==> src/rtl/cpu_pkg.sv <==
// Shared definitions for the simple 16-bit processor control path: FSM step
// encoding, opcode values and instruction field positions.
package cpu_pkg;

   typedef enum logic [1:0] {
      T0 = 2'd0,
      T1 = 2'd1,
      T2 = 2'd2,
      T3 = 2'd3
   } state_t;

   localparam logic [2:0] OP_MV  = 3'b000;
   localparam logic [2:0] OP_MVI = 3'b001;
   localparam logic [2:0] OP_ADD = 3'b010;
   localparam logic [2:0] OP_SUB = 3'b011;

   localparam int OP_MSB = 8;
   localparam int OP_LSB = 6;
   localparam int X_MSB  = 5;
   localparam int X_LSB  = 3;
   localparam int Y_MSB  = 2;
   localparam int Y_LSB  = 0;

endpackage

==> src/rtl/dec3to8.sv <==
// Combinational 3-to-8 one-hot decoder; all outputs low when en is low.
module dec3to8 (
   input  logic [2:0] sel,
   input  logic       en,
   output logic [7:0] y
);

   always_comb begin
      y = '0;
      if (en) y[sel] = 1'b1;
   end

endmodule

==> src/rtl/control_sequencer.sv <==
// Multi-cycle T0..T3 control FSM: decodes the external IR and drives every
// register load strobe and bus-source select. Optional trap: CTRL_ILLEGAL_TRAP_EN.
module control_sequencer
   import cpu_pkg::*;
#(
   parameter int NREG = 8,
   parameter int IRW  = 9
) (
   input  logic            clk,
   input  logic            rst,
   input  logic            run,
   input  logic [IRW-1:0]  ir,
   output logic            ir_in,
   output logic [NREG-1:0] r_in,
   output logic [NREG-1:0] r_out,
   output logic            din_out,
   output logic            g_out,
   output logic            a_in,
   output logic            g_in,
   output logic            add_sub,
   output logic            done
`ifdef CTRL_ILLEGAL_TRAP_EN
   ,
   output logic            illegal
`endif
);

   state_t state, state_nxt;

   logic [2:0]      opcode;
   logic [2:0]      x_sel;
   logic [2:0]      y_sel;
   logic [NREG-1:0] x_hot;
   logic [NREG-1:0] y_hot;
   logic            rin_x;
   logic            rout_x;
   logic            rout_y;

   assign opcode = ir[OP_MSB:OP_LSB];
   assign x_sel  = ir[X_MSB:X_LSB];
   assign y_sel  = ir[Y_MSB:Y_LSB];

   dec3to8 u_dec_x (
      .sel (x_sel),
      .en  (~rst),
      .y   (x_hot)
   );

   dec3to8 u_dec_y (
      .sel (y_sel),
      .en  (~rst),
      .y   (y_hot)
   );

`ifdef CTRL_ILLEGAL_TRAP_EN
   logic illegal_q;
   logic trap_set;

   // Sticky trap flag; only reset clears it.
   always_ff @(posedge clk) begin
      if (rst)           illegal_q <= 1'b0;
      else if (trap_set) illegal_q <= 1'b1;
   end

   assign illegal = illegal_q & ~rst;
`endif

   always_ff @(posedge clk) begin
      if (rst) state <= T0;
      else     state <= state_nxt;
   end

   always_comb begin
      state_nxt = state;
      ir_in     = 1'b0;
      din_out   = 1'b0;
      g_out     = 1'b0;
      a_in      = 1'b0;
      g_in      = 1'b0;
      add_sub   = 1'b0;
      done      = 1'b0;
      rin_x     = 1'b0;
      rout_x    = 1'b0;
      rout_y    = 1'b0;
`ifdef CTRL_ILLEGAL_TRAP_EN
      trap_set  = 1'b0;
`endif
      if (!rst) begin
         unique case (state)
            T0: begin
`ifdef CTRL_ILLEGAL_TRAP_EN
               if (run && !illegal_q) begin
`else
               if (run) begin
`endif
                  ir_in     = 1'b1;
                  state_nxt = T1;
               end
            end
            T1: begin
               state_nxt = T0;
               unique case (opcode)
                  OP_MV: begin
                     rout_y = 1'b1;
                     rin_x  = 1'b1;
                     done   = 1'b1;
                  end
                  OP_MVI: begin
                     din_out = 1'b1;
                     rin_x   = 1'b1;
                     done    = 1'b1;
                  end
                  OP_ADD, OP_SUB: begin
                     rout_x    = 1'b1;
                     a_in      = 1'b1;
                     state_nxt = T2;
                  end
                  default: begin
`ifdef CTRL_ILLEGAL_TRAP_EN
                     trap_set = 1'b1;
`else
                     done     = 1'b1;
`endif
                  end
               endcase
            end
            T2: begin
               rout_y    = 1'b1;
               g_in      = 1'b1;
               add_sub   = (opcode == OP_SUB);
               state_nxt = T3;
            end
            T3: begin
               g_out     = 1'b1;
               rin_x     = 1'b1;
               done      = 1'b1;
               state_nxt = T0;
            end
            default: state_nxt = T0;
         endcase
      end
   end

   // X drives the bus only in T1 of add/sub, so X and Y selects never overlap.
   assign r_in  = rin_x  ? x_hot : '0;
   assign r_out = rout_x ? x_hot : (rout_y ? y_hot : '0);

endmodule

==> config.mk <==
export PLATFORM = sky130hd
export DESIGN_NAME = control_sequencer
export DESIGN_NICKNAME = d
export VERILOG_FILES = /design/src/rtl/cpu_pkg.sv /design/src/rtl/dec3to8.sv /design/src/rtl/control_sequencer.sv
export SDC_FILE = /design/constraint.sdc
export NUM_CORES = 1
export LEC_CHECK = 0
export CORE_AREA = 2 2 39 41
export CTS_BUF_LIST = sky130_fd_sc_hd__clkbuf_16
export CTS_CLUSTER_SIZE = 25
export DETAILED_ROUTE_END_ITERATION = 7
export DIE_AREA = 0 0 41 43
export PLACE_DENSITY = 0.79
export REMOVE_ABC_BUFFERS = 1
export SYNTH_ARGS = -nofsm -noshare
export SYNTH_HDL_FRONTEND = slang
export SYNTH_SLANG_ARGS = --single-unit
export TNS_END_PERCENT = 50
==> constraint.sdc <==
create_clock -name clk -period 2.9 [get_ports clk]
set_input_delay 0.29 -clock clk [delete_from_list [all_inputs] [get_ports clk]]
set_output_delay 0.29 -clock clk [all_outputs]
set_load 0.01 [all_outputs]
Word level (Yosys, flattened, before mapping)

Cells that the tools add are included.

Word-level logic and storage cells: 54
Bits in registers: 2
Bits of input ports: 12

Multiplexer cells: 36
Equality and inequality tests: 7
Order comparisons: 4
Reduce and logical (&&, ||, !) cells: 6

Operators by type and width:

| cell                                                               | count |
|---|---|
| two-way mux 8 bit                                                  | 5 |
| two-way mux 1 bit                                                  | 23 |
| less-than comparator 3 x 4 -> 1 bit (second input constant)        | 2 |
| case mux 2 bit (4 select lines)                                    | 1 |
| demux 1 bit (select 3 bit)                                         | 2 |
| == test 3 x 2 -> 1 bit (second input constant)                     | 2 |
| greater-or-equal comparator 3 x 1 -> 1 bit (second input constant) | 2 |
| case mux 1 bit (2 select lines)                                    | 3 |
| == test 2 bit (second input constant)                              | 2 |
| two-way mux 2 bit                                                  | 2 |
| OR reduction 2 bit                                                 | 2 |
| == test 3 x 1 -> 1 bit (second input constant)                     | 1 |
| logical NOT 3 bit                                                  | 1 |
| == test 2 x 1 -> 1 bit (second input constant)                     | 1 |
| logical AND 1 bit                                                  | 2 |
| logical NOT 2 bit                                                  | 1 |
| != test 2 bit (second input constant)                              | 1 |

Longest topological paths before layout

Depth in word-level cells: 7
Depth in mapped cells: 6
Gate-level depth less buffers: 6

By module

From an unflattened synthesis, not the netlist that was laid out.

Cell total of the unflattened synthesis: 68
Area, all modules: 585.6 um2

Modules (own cells, without submodules):

| module             | area each (um2) | cells each | times used |
|---|---|---|---|
| control_sequencer  | 394.1           | 52         | 1 |
| dec3to8 at u_dec_x | 96.3            | 8          | 1 |
| dec3to8 at u_dec_y | 95.1            | 8          | 1 |

Worst setup path after synthesis

No wires, ideal clock.

Kind: register to output
From: reg (tool-made name)
To: out r_out[1]
Cell stages (with the launch flop): 7
Path slack: 1261 ps
Data arrival time: 1349 ps
Cells stage by stage: dfxtp_1 > inv_1 > ha_1 > nand4bb_1 > inv_1 > nand2_1 > o32ai_1

RTL lines:

| item             | RTL line                | RTL |
|---|---|---|
| end: declaration | control_sequencer.sv:15 | `output logic [NREG-1:0] r_out,` |

Worst setup path after layout

From: in rst
To: out r_out[0]

Longest elaborated chain between the ends: 3

RTL lines:

| item                                                   | RTL line                               | RTL |
|---|---|---|
| start: declaration                                     | control_sequencer.sv:10                | `input logic rst,` |
| two-way mux 8 bit or two-way mux 1 bit (tied branches) | dec3to8.sv:10, control_sequencer.sv:88 |  |
| two-way mux 8 bit                                      | control_sequencer.sv:146               | `assign r_out = rout_x ? x_hot : (rout_y ? y_hot : '0);` |
| two-way mux 8 bit *                                    | control_sequencer.sv:146               |  |

Every way passes the cells marked *; elsewhere a longest branch is shown, timed or not.

==> flow_summary.ini <==
[global_route]
grt_max_degree = 10
grt_first_pass_wirelength_mm = 2.366
grt_antenna_before_repair = 0
grt.total_usage = 0.1860
overflow = 0
grt_pass1_vias = 595

[power_and_ir_drop]
vdd_drop_max_mv = 0.2500
powerDensity_nw_per_um2 = 348.6
p_leak_nw = 0.3076

[synthesis]
synth_ff_type = dfxtp_1
synth-seq-area-share = 0.09467
synth.most_common_cell = nor2_1
yosys.area.top_type = ha_1
ys_ff_latch = 2
synth_edf_count = 0
ys_top_cells_by_count = nor2_1, inv_1, nand2_1, o22ai_1
synth_top_area_frac = 0.1183
synth_area_leaders = ha_1, dfxtp_1, nor2_1, o22ai_1, inv_1
yosys.cell_types.count = 22
avgSynthCellArea_um2 = 6.408
async_flop_share = 0
syn-instance-count = 66
ys.warnings.count = 0
syn_area_um2 = 422.9

[clock_network]
cts.repair.resized = 0
h-tree-depth = 1
clock_latency_ps = 220
cts_tree = built
cts_root_buf = clkbuf_16
path_clk_slew_ps = 30
postCtsSetupBuffers = 0
cts_buffer_depth = 2
cts_sinks = 2
holdBufCountCts = 0
numCtsBuffers = 3

[critical_path]
arrival_ps = 2230
endpoint = r_out[0]
path_cells = clkdlybuf4s50_1, nand4bb_1, inv_1, nand2_1, o32ai_1, clkdlybuf4s50_1
worstSetupPathType = in -> out
r2r-start = state[0]
reg2reg_slack_ps = 1380
max_stage_delay_ps = 590
crit_path_start_kind = primary input
required_ps = 2610
cp.depth = 6
crit_family = buffers and inverters
startpoint = rst
crit_buf_inv = 3
r2r_cells = 5
cp-end-kind = output pin
crit_slowest_cell = clkdlybuf4s50_1
crit_path_max_fanout = 9
cpMostUsedCell = clkdlybuf4s50_1

[worst_hold_path]
hold_path_class = reg -> reg

[flow_run]
cap_viol_max_count = 0

[routing]
drtAntennaViolNets = 0
firstDrtPassIters = 4
via_per_inst = 5.246
drcViolationCount = 0
drt_iter0_markers = 9
dr_total_vias = 619
drt_wl_total_mm = 1.469
wl_per_cell_um = 12.45

[finish]
nets = 120
fillers = 135
drive_above_1_share = 0.02941
seq_area_um2 = 40.04
diodes = 0
multi_input_area_um2 = 347.8
area_growth_pct = 101.8

[timing]
slew_headroom = 0.7463
fin_skew_ps = 0.6160
rsz0062_at_grt = no
period_needed_ps = 2521
fin_tns_setup_ps = 0
fin_crit_sh = 0.8693
finalSetupViolations = 0
finalMaxSlewViolations = 0
hold_viol = 0
max_freq_ghz = 0.3967
worst_pin_slew_ps = 380.2
whs_ps = 539.8

[place]
portBuffers = 34
gp_congestion = 0.7375
dp_hpwl_mm = 1.115

[floorplanning]
die_h_um = 43
ios = 35
fp.dieW_um = 41
die_area_um2 = 1763
initial_utilization = 0.3056
num_rows = 14
coreArea_um2 = 1384

[outcome]
status = completed
[cell families (layout without fill, tap and decap cells)]
kind of cell | count (synthesis) | in the layout | synth area share
DFF | 2 | 2 | 0.09468
adders and majority gates | 4 | 4 | 0.1183
and+or+nand+nor | 35 | 35 | 0.4438
buffers and inverters | 9 | 45 | 0.08283
AOI/OAI and AO/OA | 16 | 16 | 0.2604
[through the flow]
step	power [mW]	setup slack (ps)	std cells	utilization	cell area, um2
after floorplan	0.06084	1261	65	-	417.9
after global placement	0.09400	451.4	115	0.5624	778.2
after detailed placement	0.09473	402.6	115	0.5624	778.2
after CTS	0.3002	390.0	118	0.6166	853.3
after global routing	0.3135	207.4	118	0.6166	853.3
final	0.2974	379.1	118	0.6166	853.3
[worst register-to-register path: stages (launching register included)]
cell and delay [ps]:
dfxtp_1 390, inv_1 110, ha_1 240, nor2b_1 140, or4_1 390, a21oi_1 160
[how the worst min path moves through the flow]
stage	slack (ps)	to	from	cells after the start
detailed placement	530	register	register	2
finish	540	register	register	2
global route	590	register	register	2
CTS	550	register	register	2
floorplan	360	register	rst	1
global placement	510	register	register	2
[layout make-up]
type / count / share of cell area
Multi-Input combinational cell: 55 / 0.4076
Tap cell: 16 / 0.02346
Sequential cell: 2 / 0.04692
Clock buffer: 3 / 0.08798
Inverter: 8 / 0.03519
Timing Repair Buffer: 34 / 0.3988
[power breakdown]
| part | internal (mW) | total, mW | switching (mW) | leakage (nW) |
|---|---|---|---|---|
| Clock | 0.175 | 0.202 | 0.0269 | 0.0370 |
| Sequential | 0.0296 | 0.0321 | 0.00242 | 0.0164 |
| Combinational | 0.0325 | 0.0634 | 0.0309 | 0.254 |
| Total | 0.237 | 0.297 | 0.0603 | 0.308 |
[per-layer routing]
layer / up-vias / GRT usage / wire [um]
met5: - / 0 / 0
li1: 314 / - / -
met2: 27 / 0.3219 / 703
met4: 0 / 0.04000 / 0
met3: 0 / 0.04712 / 120
met1: 278 / 0.2159 / 645
[layout by cell type (no fill, tap or decap)]
master / instances
a211oi_1: 1
a21oi_1: 2
and3_1: 1
and4_1: 1
clkbuf_16: 3
clkdlybuf4s50_1: 34
dfxtp_1: 2
ha_1: 4
inv_1: 8
nand2_1: 6
nand2b_1: 4
nand4_1: 2
nand4bb_1: 1
nor2_1: 10
nor2b_1: 3
nor3_1: 3
nor3b_1: 3
o2111ai_1: 2
o211ai_1: 2
o21ai_0: 1
o22ai_1: 6
o32ai_1: 2
or4_1: 1
Note: power is estimated with default switching activity, not from simulation.
